**src/rtl/muldiv_sched.sv**
```systemverilog
// muldiv_sched: HI/LO arithmetic scheduler for EX.
// Accepts one mult/multu/div/divu request, drives the shared multiplier or
// divider from registered operands, stalls EX while the unit works, and
// holds the 64-bit result on the hilo write bus until the pipeline advances.
module muldiv_sched #(
  parameter int unsigned MUL_LATENCY = 2,
  parameter int unsigned DIV_TIMEOUT = 40
) (
  input  logic        clk,
  input  logic        resetn,
  input  logic        req_valid,
  input  logic [3:0]  req_op,
  input  logic [31:0] req_a,
  input  logic [31:0] req_b,
  input  logic        flush,
  input  logic        advance,
  output logic        mul_signed,
  output logic [31:0] mul_ina,
  output logic [31:0] mul_inb,
  input  logic [63:0] mul_result,
  output logic        div_start,
  output logic        div_signed,
  output logic [31:0] div_opdata1,
  output logic [31:0] div_opdata2,
  output logic        div_annul,
  input  logic [63:0] div_result,
  input  logic        div_ready,
  output logic        stallreq,
  output logic        busy,
  output logic        hi_we,
  output logic        lo_we,
  output logic [31:0] hi_wdata,
  output logic [31:0] lo_wdata
);

  localparam int unsigned CW_D = $clog2(DIV_TIMEOUT + 1);
  localparam int unsigned CW_M = $clog2(MUL_LATENCY + 1);
  localparam int unsigned CW   = (CW_D > CW_M) ? CW_D : CW_M;

  localparam logic [CW-1:0] MUL_INIT = CW'(MUL_LATENCY);
  localparam logic [CW-1:0] DIV_LAST = CW'(DIV_TIMEOUT - 1);
  localparam logic [CW-1:0] CNT_ONE  = CW'(1);

  localparam logic [3:0] OP_MULT  = 4'b0101;
  localparam logic [3:0] OP_MULTU = 4'b0110;
  localparam logic [3:0] OP_DIV   = 4'b0111;
  localparam logic [3:0] OP_DIVU  = 4'b1000;

  typedef enum logic [1:0] {
    S_IDLE,
    S_MUL_WAIT,
    S_DIV_WAIT,
    S_DONE
  } state_t;

  state_t        state_q, state_d;
  logic [CW-1:0] cnt_q, cnt_d;
  logic          mul_signed_q, mul_signed_d;
  logic [31:0]   mul_a_q, mul_a_d;
  logic [31:0]   mul_b_q, mul_b_d;
  logic          div_signed_q, div_signed_d;
  logic [31:0]   div_a_q, div_a_d;
  logic [31:0]   div_b_q, div_b_d;
  logic [31:0]   hi_q, hi_d;
  logic [31:0]   lo_q, lo_d;

  logic op_is_mul;
  logic op_is_div;
  logic op_signed;
  logic valid_op;

  assign op_is_mul = (req_op == OP_MULT) || (req_op == OP_MULTU);
  assign op_is_div = (req_op == OP_DIV)  || (req_op == OP_DIVU);
  assign op_signed = (req_op == OP_MULT) || (req_op == OP_DIV);
  assign valid_op  = req_valid && (op_is_mul || op_is_div);

  // Next-state and datapath capture; flush overrides every state.
  always_comb begin
    state_d      = state_q;
    cnt_d        = cnt_q;
    mul_signed_d = mul_signed_q;
    mul_a_d      = mul_a_q;
    mul_b_d      = mul_b_q;
    div_signed_d = div_signed_q;
    div_a_d      = div_a_q;
    div_b_d      = div_b_q;
    hi_d         = hi_q;
    lo_d         = lo_q;

    if (flush) begin
      state_d = S_IDLE;
      cnt_d   = '0;
    end else begin
      unique case (state_q)
        S_IDLE: begin
          if (valid_op) begin
            if (op_is_mul) begin
              mul_signed_d = op_signed;
              mul_a_d      = req_a;
              mul_b_d      = req_b;
              cnt_d        = MUL_INIT;
              state_d      = S_MUL_WAIT;
            end else begin
              div_signed_d = op_signed;
              div_a_d      = req_a;
              div_b_d      = req_b;
              cnt_d        = '0;
              if (req_b == '0) begin
                // Divide by zero never reaches the divider.
                hi_d    = req_a;
                lo_d    = '1;
                state_d = S_DONE;
              end else begin
                state_d = S_DIV_WAIT;
              end
            end
          end
        end
        S_MUL_WAIT: begin
          cnt_d = cnt_q - CNT_ONE;
          if (cnt_q == CNT_ONE) begin
            {hi_d, lo_d} = mul_result;
            state_d      = S_DONE;
          end
        end
        S_DIV_WAIT: begin
          if (div_ready) begin
            {hi_d, lo_d} = div_result;
            cnt_d        = '0;
            state_d      = S_DONE;
          end else if (cnt_q == DIV_LAST) begin
            // Watchdog: a divider that never answers completes with zero.
            hi_d    = '0;
            lo_d    = '0;
            cnt_d   = '0;
            state_d = S_DONE;
          end else begin
            cnt_d = cnt_q + CNT_ONE;
          end
        end
        S_DONE: begin
          if (advance) begin
            state_d = S_IDLE;
          end
        end
        default: begin
          state_d = S_IDLE;
        end
      endcase
    end
  end

  // State, counter, operand and result registers.
  always_ff @(posedge clk or negedge resetn) begin
    if (!resetn) begin
      state_q      <= S_IDLE;
      cnt_q        <= '0;
      mul_signed_q <= 1'b0;
      mul_a_q      <= '0;
      mul_b_q      <= '0;
      div_signed_q <= 1'b0;
      div_a_q      <= '0;
      div_b_q      <= '0;
      hi_q         <= '0;
      lo_q         <= '0;
    end else begin
      state_q      <= state_d;
      cnt_q        <= cnt_d;
      mul_signed_q <= mul_signed_d;
      mul_a_q      <= mul_a_d;
      mul_b_q      <= mul_b_d;
      div_signed_q <= div_signed_d;
      div_a_q      <= div_a_d;
      div_b_q      <= div_b_d;
      hi_q         <= hi_d;
      lo_q         <= lo_d;
    end
  end

  // The accept cycle stalls combinationally; everything else follows state.
  assign stallreq = (state_q == S_MUL_WAIT) || (state_q == S_DIV_WAIT) ||
                    ((state_q == S_IDLE) && valid_op && !flush && resetn);
  assign busy     = (state_q != S_IDLE);
  assign div_start = (state_q == S_DIV_WAIT);
  assign div_annul = (state_q == S_DIV_WAIT) && flush;
  assign hi_we    = (state_q == S_DONE);
  assign lo_we    = (state_q == S_DONE);
  assign hi_wdata = hi_q;
  assign lo_wdata = lo_q;

  assign mul_signed  = mul_signed_q;
  assign mul_ina     = mul_a_q;
  assign mul_inb     = mul_b_q;
  assign div_signed  = div_signed_q;
  assign div_opdata1 = div_a_q;
  assign div_opdata2 = div_b_q;

endmodule
```
**config.mk**
```make
export PLATFORM = sky130hd
export DESIGN_NAME = muldiv_sched
export DESIGN_NICKNAME = d
export VERILOG_FILES = /design/src/rtl/muldiv_sched.sv
export SDC_FILE = /design/constraint.sdc
export NUM_CORES = 1
export LEC_CHECK = 0
export BUFFER_PORTS_ARGS = -buffer_cell sky130_fd_sc_hd__buf_2
export CORE_AREA = 2 2 158 160
export CTS_CLUSTER_SIZE = 14
export DETAILED_ROUTE_END_ITERATION = 8
export DIE_AREA = 0 0 160 162
export PLACE_DENSITY = 0.66
export SLEW_MARGIN = 20
export SYNTH_ARGS = -nofsm -noshare
export SYNTH_HDL_FRONTEND = slang
export SYNTH_SLANG_ARGS = --single-unit
```
**constraint.sdc**
```tcl
create_clock -name clk -period 3.6 [get_ports clk]
set_input_delay 0.9 -clock clk [delete_from_list [all_inputs] [get_ports clk]]
set_output_delay 0.9 -clock clk [all_outputs]
set_load 0.05 [all_outputs]
```
==> flow_metrics.tcl, run 1 <==
set metrics [dict create \
    routed.top_layer "met4" \
    path_clk_slew_ns 0.06 \
    dpl_cell_area_mm2 0.0113 \
    yosysTopAreaCell "dfrtp_1" \
    synth_top_area_share_pct 56.2 \
    die_w_um 160 \
    track_usage_pct 19.8 \
    initial_core_util_pct 37.3 \
    ctsHtreeMaxLevel 1 \
    register_area_mm2 0.00505 \
    holdBufCountCts 0 \
    drc 0 \
    ios 402 \
    path_cells "inv_1 > ha_1 > inv_1 > nor4_4 > a21o_1 > buf_2" \
    fp-row-count 57 \
    synth_cell_types 41 \
    synth_ff_type "dfrtp_1" \
    holdPathStages 2 \
    vias_per_cell 4.96 \
    layout.nets 1410 \
    fp.dieArea_mm2 0.0259 \
    reg2reg_depth 8 \
    gr-total-overflow 0 \
    routed-wl-met3_um 2010 \
    startpoint_type "register" \
    post-cts-setup-buffers 0 \
    critical_path_required_ns 2.70 \
    max_freq_mhz 309 \
    route.met2.wl_um 12800 \
    ys_seq_area_share_pct 56.2 \
    total_power_mw 12.9 \
    fp.dieH_um 162 \
    netlist_instances 821 \
    powerDensity_mw_per_mm2 1070 \
    synth_edf_count 0 \
    fin_setup_tns_ns 0 \
    yosys_register_bits 202 \
    core_area_mm2 0.0241 \
    hold_viol 0 \
    synthArstFlopShare_pct 100 \
    ys_warn_count 0 \
    ir_worst_vdd_v 0.000712 \
    cts_resized 0 \
    hpwl_um 19400 \
    worst_slew_pin_slew_ns 0.961 \
    syn_nets 1031 \
    slew_violations 0 \
    fin_area_mm2 0.0121 \
    port_buffers 401 \
    drt-initial-drc-count 375 \
    leakagePower_nw 6.16 \
    multi_input_area_mm2 0.00365 \
    outcome "completed" \
    grt_pass1_wl_um 41400 \
    place_congestion 0.803 \
    fillers 2294 \
    cp_max_fo 5 \
    cts_tree "built" \
    vias 7613 \
    drt_pass1_iterations 4 \
    finalCriticalPeriod_ns 3.24 \
    slowest_stage "nor4_4" \
    grt_pass1_vias 7533 \
    slew_headroom_pct 35.9 \
    grt_max_degree 144 \
    skew_ns 0.0198 \
    synth_area_mm2 0.00899 \
    end_kind "output port" \
    setup_viol 0 \
    area.growth.synth_to_final_pct 34.0 \
    totalWireLength_um 26600 \
    antenna_left 0 \
    cts_buffers 23 \
    wirelength_met1_um 11100 \
    critPathKind "register to output port" \
    clock_latency_ns 0.51 \
    drv_cap 0 \
    arrival_ns 2.34 \
    clock-root-buffer "clkbuf_16" \
    clock_path_buffers 3 \
    wire_per_inst_um 17.4 \
    ys_top_cells_by_area "dfrtp_1 (56%), mux2_2 (16%), nand2_1 (7.3%)" \
    antenna_found_initial 1 \
    cpMostUsedCell "inv_1" \
    syn_avg_cell_area_um2 11.0 \
    min_period_over_period_pct 90.0 \
    rsz0062_at_grt "no" \
    final_layout_size_suffix_gt1_share_pct 47.8 \
    cts_num_sinks 202 \
    slowest_delay_ns 0.48 \
    hold_path.class "register to register" \
]
-- logic make-up (layout without fill, tap and decap cells) --
kind of cell	Yosys count	count (layout)	share of synthesized area (%)
compound gates	190	190	12.1
xor+xnor	7	7	0.682
fa+ha+maj	8	8	1.11
buf+inv	65	453	3.55
flops	202	202	56.2
mux	130	130	16.2
other cells	0	2	0
simple gates	219	219	10.1
-- worst max-delay path, delay by kind of cell (launching register included) --
family	cells	cell delay, ns
buf+inv	3	0.51
simple gates	1	0.48
flops	1	0.42
fa+ha+maj	1	0.26
compound gates	1	0.18
-- power by group --
| part | internal [mW] | leakage [nW] | switching, mW | total [mW] |
|---|---|---|---|---|
| clock | 1.55 | 0.377 | 0.897 | 2.45 |
| combinational | 1.68 | 3.24 | 5.12 | 6.81 |
| sequential | 3.16 | 2.54 | 0.443 | 3.61 |
| total | 6.40 | 6.16 | 6.46 | 12.9 |
-- final cells by class --
cell class              instances  area share [%]
diodes                          2          0.0415
clock buffers                  28            5.10
clock inverters                 6            1.32
inverters                       7           0.218
multi-input cells             554            30.3
flip-flops and latches        202            41.9
well taps                     324            3.36
repair buffers                412            17.7
-- path summary, 6_finish.rpt --
path	slack (ns)	start	to
setup / recovery	0.36	state_q[0]	stallreq
setup reg to reg	1.01	state_q[0]	lo_wdata[27]
max in group asynchronous	2.40	resetn	mul_inb[13]
hold reg to reg	0.47	hi_wdata[0]	hi_wdata[0]
hold / removal	0.47	hi_wdata[0]	hi_wdata[0]
min in group asynchronous	0.53	resetn	lo_wdata[13]
-- sequential cells by signal (all words and copies together), names as in the netlist --
signal,cells
mul_ina,32
div_opdata2,32
div_opdata1,32
state_q,2
cnt_q,6
mul_inb,32
hi_wdata,32
div_signed,1
lo_wdata,32
mul_signed,1
-- cells in the final DEF, fill, tap and decap left out, drive strengths merged --
cell type  instances
nor3b              1
dfrtp            202
nand3              6
diode              2
nand2            175
nor3               3
o22ai              1
nand4b             1
nand2b             3
a21oi             39
a31oi              2
ha                 8
o31ai              1
clkbuf            29
nor4               9
a41oi              1
a21o               2
o21a               2
o2111ai            1
xor2               3
nor2b              4
a32o               3
nand4              2
o21ai            101
bufinv             5
mux2i              2
o211ai             1
xnor2              4
a22oi             34
buf              411
a22o               1
and2               2
nor2              12
o221ai             1
inv                8
mux2             128
or2                1
-- metrics by stage --
step	worst slack [ns]	util [%]	hold slack [ns]	std cells
global placement	0.584	46.8	0.458	1499
detailed placement	0.580	46.8	0.466	1499
global route	0.215	50.0	0.500	1534
floorplan	0.790	-	0.516	821
CTS	0.315	50.0	0.479	1533
finish	0.361	50.0	0.473	1535
-- synthesized netlist by cell type (all sizes together) (2+ instances only) --
| cell type | count |
|---|---|
| mux2i | 2 |
| nand3 | 6 |
| xor2 | 3 |
| nand2 | 175 |
| nand4 | 2 |
| xnor2 | 4 |
| o21ai | 101 |
| nor3 | 3 |
| a21o | 2 |
| mux2 | 128 |
| nor2b | 4 |
| nor2 | 12 |
| a21oi | 39 |
| nor4 | 9 |
| buf | 31 |
| ha | 8 |
| a22oi | 34 |
| o21a | 2 |
| nand2b | 3 |
| clkbuf | 27 |
| a32o | 3 |
| and2 | 2 |
| dfrtp | 202 |
| inv | 7 |
| a31oi | 2 |
-- layer usage --
metal  vias up  GRT usage [%]
met2       303           33.4
li1       3617              -
met5         -              0
met1      3644           25.2
met4         0           6.67
met3        49           4.95
(Power assumes the default switching activity.)
==> inputs of run 2 (changes only) <==
PLACE_DENSITY = 0.68   (was 0.66)
==> flow_metrics.tcl, run 2 (same netlist as run 1, synthesis figures left out) <==
set metrics [dict create \
    outcome "completed" \
    post-cts-setup-buffers 0 \
    gr-total-overflow 0 \
    cts_num_sinks 202 \
    die_w_um 160 \
    grt_pass1_vias 7794 \
    grt_max_degree 79 \
    ctsHtreeMaxLevel 1 \
    final_common_cell "buf_2" \
    port_buffers 401 \
    arrival_ns 2.14 \
    path_cells "inv_1 > ha_1 > inv_1 > nor4_4 > a21o_1 > buf_2" \
    switching_power_mw 6.48 \
    vias 7573 \
    place_congestion 0.845 \
    multi_input_area_mm2 0.00365 \
    hold_path.class "input pin to asynchronous set/reset pin" \
    p_sw_share_pct 51.1 \
    drc 0 \
    layout_common_cells "buf_2 (400), dfrtp_1 (202), nand2_1 (174), mux2_2 (128), o21ai_0 (99)" \
    holdBufCountCts 0 \
    drt_pass1_iterations 4 \
    slowest_stage "dfrtp_1" \
    antenna_left 0 \
    cts_tree "built" \
    slowest_delay_ns 0.42 \
    internal_power_mw 6.21 \
    hold_viol 0 \
    critical_path_required_ns 2.70 \
    clock_latency_ns 0.51 \
    clock_power_share_pct 17.8 \
    slew_headroom_pct 39.8 \
    fp.dieH_um 162 \
    antenna_found_initial 0 \
    clock_path_buffers 3 \
    totalWireLength_um 26900 \
    finalCriticalPeriod_ns 3.04 \
    setup_viol 0 \
    ir_worst_vdd_v 0.000542 \
    worst_hold_slack_ns 0.209 \
    layout.nets 1413 \
    worst-path-stages 6 \
    ios 402 \
    end_kind "output port" \
    final_layout_size_suffix_gt1_share_pct 48.0 \
    drt-initial-drc-count 404 \
    crit_family "buffers and inverters" \
    drv_cap 0 \
    antennaDiodeCount 0 \
    track_usage_pct 20.2 \
    critPathKind "register to output port" \
    register_area_mm2 0.00505 \
    skew_ns 0.0200 \
    initial_core_util_pct 37.3 \
    pwr-share-comb_pct 53.6 \
    startpoint_type "register" \
    hpwl_um 19600 \
    fillers 2240 \
    critPathBufInv 3 \
    worst_slew_pin_slew_ns 0.903 \
    reg2reg_depth 8 \
    max_freq_mhz 329 \
    fp-row-count 57 \
    clock-root-buffer "clkbuf_16" \
    fp.dieArea_mm2 0.0259 \
    leakagePower_nw 6.17 \
    cts_resized 0 \
    min_period_over_period_pct 84.3 \
    rsz0062_at_grt "no" \
    grt_pass1_wl_um 42100 \
    fin_setup_tns_ns 0 \
    slew_violations 0 \
    cts_buffers 23 \
    pwr-share-seq_pct 28.6 \
    wire_per_inst_um 17.5 \
    area.growth.synth_to_final_pct 33.8 \
    cp_max_fo 4 \
    core_area_mm2 0.0241 \
    powerDensity_mw_per_mm2 1050 \
    path_clk_slew_ns 0.06 \
    cpMostUsedCell "inv_1" \
    vias_per_cell 4.92 \
]
## run 2: cell count changes in the layout (fill, tap and decap cells not counted)
cell,change
buf_12,+1
buf_4,+2
bufinv_16,-4
clkbuf_1,+1
clkbuf_8,+4
clkinv_2,+3
diode_2,-2
## run 2: layout make-up
cell class                 instances  area share [%]
tap                              324            3.37
sequential                       202            42.0
multi-input combinational        554            30.3
inverter                           7           0.218
timing repair buffer             415            18.0
clock inverter                     5           0.447
clock buffer                      33            5.59
## run 2: through the flow
stage	instance area, um2	worst slack, ns	instances	power [mW]	util (%)
floorplan	8990	0.790	821	8.67	-
global placement	11300	0.575	1502	10.4	46.9
detailed placement	11300	0.530	1502	10.5	46.9
CTS	12000	0.532	1540	12.8	49.9
global route	12000	0.430	1540	13.4	49.9
finish	12000	0.565	1540	12.7	49.9
## run 2: path summary, 6_finish.rpt
kind | start | to | slack [ns]
setup reg to reg | state_q[0] | lo_wdata[3] | 1.03
hold / removal | resetn | div_opdata1[13] | 0.21
hold reg to reg | lo_wdata[4] | lo_wdata[4] | 0.47
min in group clk | lo_wdata[4] | lo_wdata[4] | 0.47
max in group asynchronous | resetn | lo_wdata[9] | 2.29
setup / recovery | state_q[0] | stallreq | 0.56
## run 2: power by group through the flow
stage / clock [mW] / combinational, mW / sequential, mW
2_1_floorplan: 0 / 1.95 / 6.72
3_3_place_gp: 0 / 6.79 / 3.62
3_5_place_dp: 0 / 6.84 / 3.65
4_1_cts: 2.34 / 6.85 / 3.63
5_1_grt: 2.43 / 7.27 / 3.74
6_report: 2.26 / 6.81 / 3.63
## run 2: metal layers
metal  GRT usage (%)  wire [um]  share of wire [%]
met1            24.7      11000                 41
met2            35.7      13200                 49
met3            5.52       2140                8.0
met4            4.87        453                1.7
met5               0          0                  0
==> inputs of run 3 (changes only) <==
clock period = 3.1 ns   (was 3.6 ns; I/O delays follow)
==> flow_metrics.tcl, run 3 (same netlist as run 1, synthesis figures left out) <==
set metrics [dict create \
    cts_buffers 23 \
    hpwl_um 19400 \
    initial_core_util_pct 37.3 \
    slew_violations 0 \
    critical_path_required_ns 2.32 \
    placed_cells 1501 \
    cp_max_fo 4 \
    fin_area_mm2 0.0120 \
    arrival_ns 2.16 \
    fin_setup_tns_ns 0 \
    min_period_over_period_pct 94.6 \
    clock_path_buffers 3 \
    final_layout_size_suffix_gt1_share_pct 47.9 \
    powerDensity_mw_per_mm2 1220 \
    path_clk_slew_ns 0.06 \
    grt_pass1_vias 7624 \
    total_power_mw 14.6 \
    layout_common_cells "buf_2 (400), dfrtp_1 (202), nand2_1 (174), mux2_2 (128), o21ai_0 (99)" \
    leakagePower_nw 6.14 \
    worst-path-stages 6 \
    regToRegSetupSlack_ns 0.66 \
    hold_path.class "input pin to asynchronous set/reset pin" \
    place_congestion 0.829 \
    fp-row-count 57 \
    slowest_delay_ns 0.42 \
    layout.nets 1412 \
    setup_viol 0 \
    ctsHtreeMaxLevel 1 \
    startpoint_type "register" \
    max_freq_mhz 341 \
    path_cells "inv_1 > ha_1 > inv_1 > nor4_4 > a21o_1 > buf_2" \
    drt_pass1_iterations 4 \
    worst_slew_pin_slew_ns 0.951 \
    grt_pass1_wl_um 41700 \
    critPathBufInv 3 \
    end_kind "output port" \
    track_usage_pct 20.0 \
    dpl_cell_area_mm2 0.0113 \
    post-cts-setup-buffers 0 \
    vias 7572 \
    fp.dieH_um 162 \
    port_buffers 401 \
    die_w_um 160 \
    reg2reg_depth 8 \
    outcome "completed" \
    skew_ns 0.0266 \
    finalCriticalPeriod_ns 2.93 \
    antenna_found_initial 1 \
    ir_worst_vdd_v 0.000648 \
    drv_cap 0 \
    antenna_left 0 \
    drc 0 \
    cpMostUsedCell "inv_1" \
    fp.dieArea_mm2 0.0259 \
    area.growth.synth_to_final_pct 33.4 \
    holdBufCountCts 0 \
    clock_latency_ns 0.51 \
    drt-initial-drc-count 378 \
    slowest_stage "dfrtp_1" \
    cts_tree "built" \
    clock-root-buffer "clkbuf_16" \
    vias_per_cell 4.92 \
    core_area_mm2 0.0241 \
    crit_family "buffers and inverters" \
    cts_resized 0 \
    rsz0062_at_grt "no" \
    gr-total-overflow 0 \
    worst_hold_slack_ns 0.394 \
    wire_per_inst_um 17.5 \
    instances_no_fill 1540 \
    ios 402 \
    cts_num_sinks 202 \
    totalWireLength_um 26900 \
    hold_viol 0 \
    final_common_cell "buf_2" \
    slew_headroom_pct 36.6 \
    grt_max_degree 152 \
    critPathKind "register to output port" \
]
## run 3: report_power, final
part / internal, mW / switching, mW
Combinational: 1.97 / 5.96
Clock: 1.47 / 1.04
Sequential: 3.67 / 0.528
Total: 7.12 / 7.53
## run 3: cell type report
class / instances / area [um2]
Fill cell: 2272 / 12100
Sequential cell: 202 / 5050
Multi-Input combinational cell: 554 / 3650
Timing Repair Buffer: 414 / 2160
Clock buffer: 33 / 663
Tap cell: 324 / 405
Clock inverter: 5 / 31.3
Inverter: 7 / 26.3
Antenna cell: 1 / 2.50
## run 3: path summary, 6_finish.rpt
| check | from | to |
|---|---|---|
| setup / recovery | state_q[0] | stallreq |
| hold / removal | resetn | cnt_q[0] |
| setup reg to reg | state_q[0] | hi_wdata[15] |
| hold reg to reg | lo_wdata[0] | lo_wdata[0] |
| max in group asynchronous | resetn | mul_inb[29] |
| min in group clk | lo_wdata[0] | lo_wdata[0] |
## run 3: routing by layer
metal / GRT usage (%) / wire (um)
met4: 7.04 / 910
met2: 34.1 / 13000
met5: 0 / 0
met1: 24.5 / 10800
met3: 5.52 / 2190
## run 3: per-stage QoR
stage          setup slack [ns]  util (%)
6_report                  0.167      49.8
5_1_grt                  0.0202      49.8
4_1_cts                   0.130      49.8
3_5_place_dp              0.229      46.9
3_3_place_gp              0.258      46.9
2_1_floorplan             0.540         -
## run 3: worst reg2reg max path: cells and delay by family (launching register included)
family / cells / cell delay [ns]
AO/OA/AOI/OAI: 3 / 0.72
buffers and inverters: 2 / 0.54
flip-flops: 1 / 0.42
AND/OR/NAND/NOR: 2 / 0.33
adder cells (fa/ha/maj): 1 / 0.28
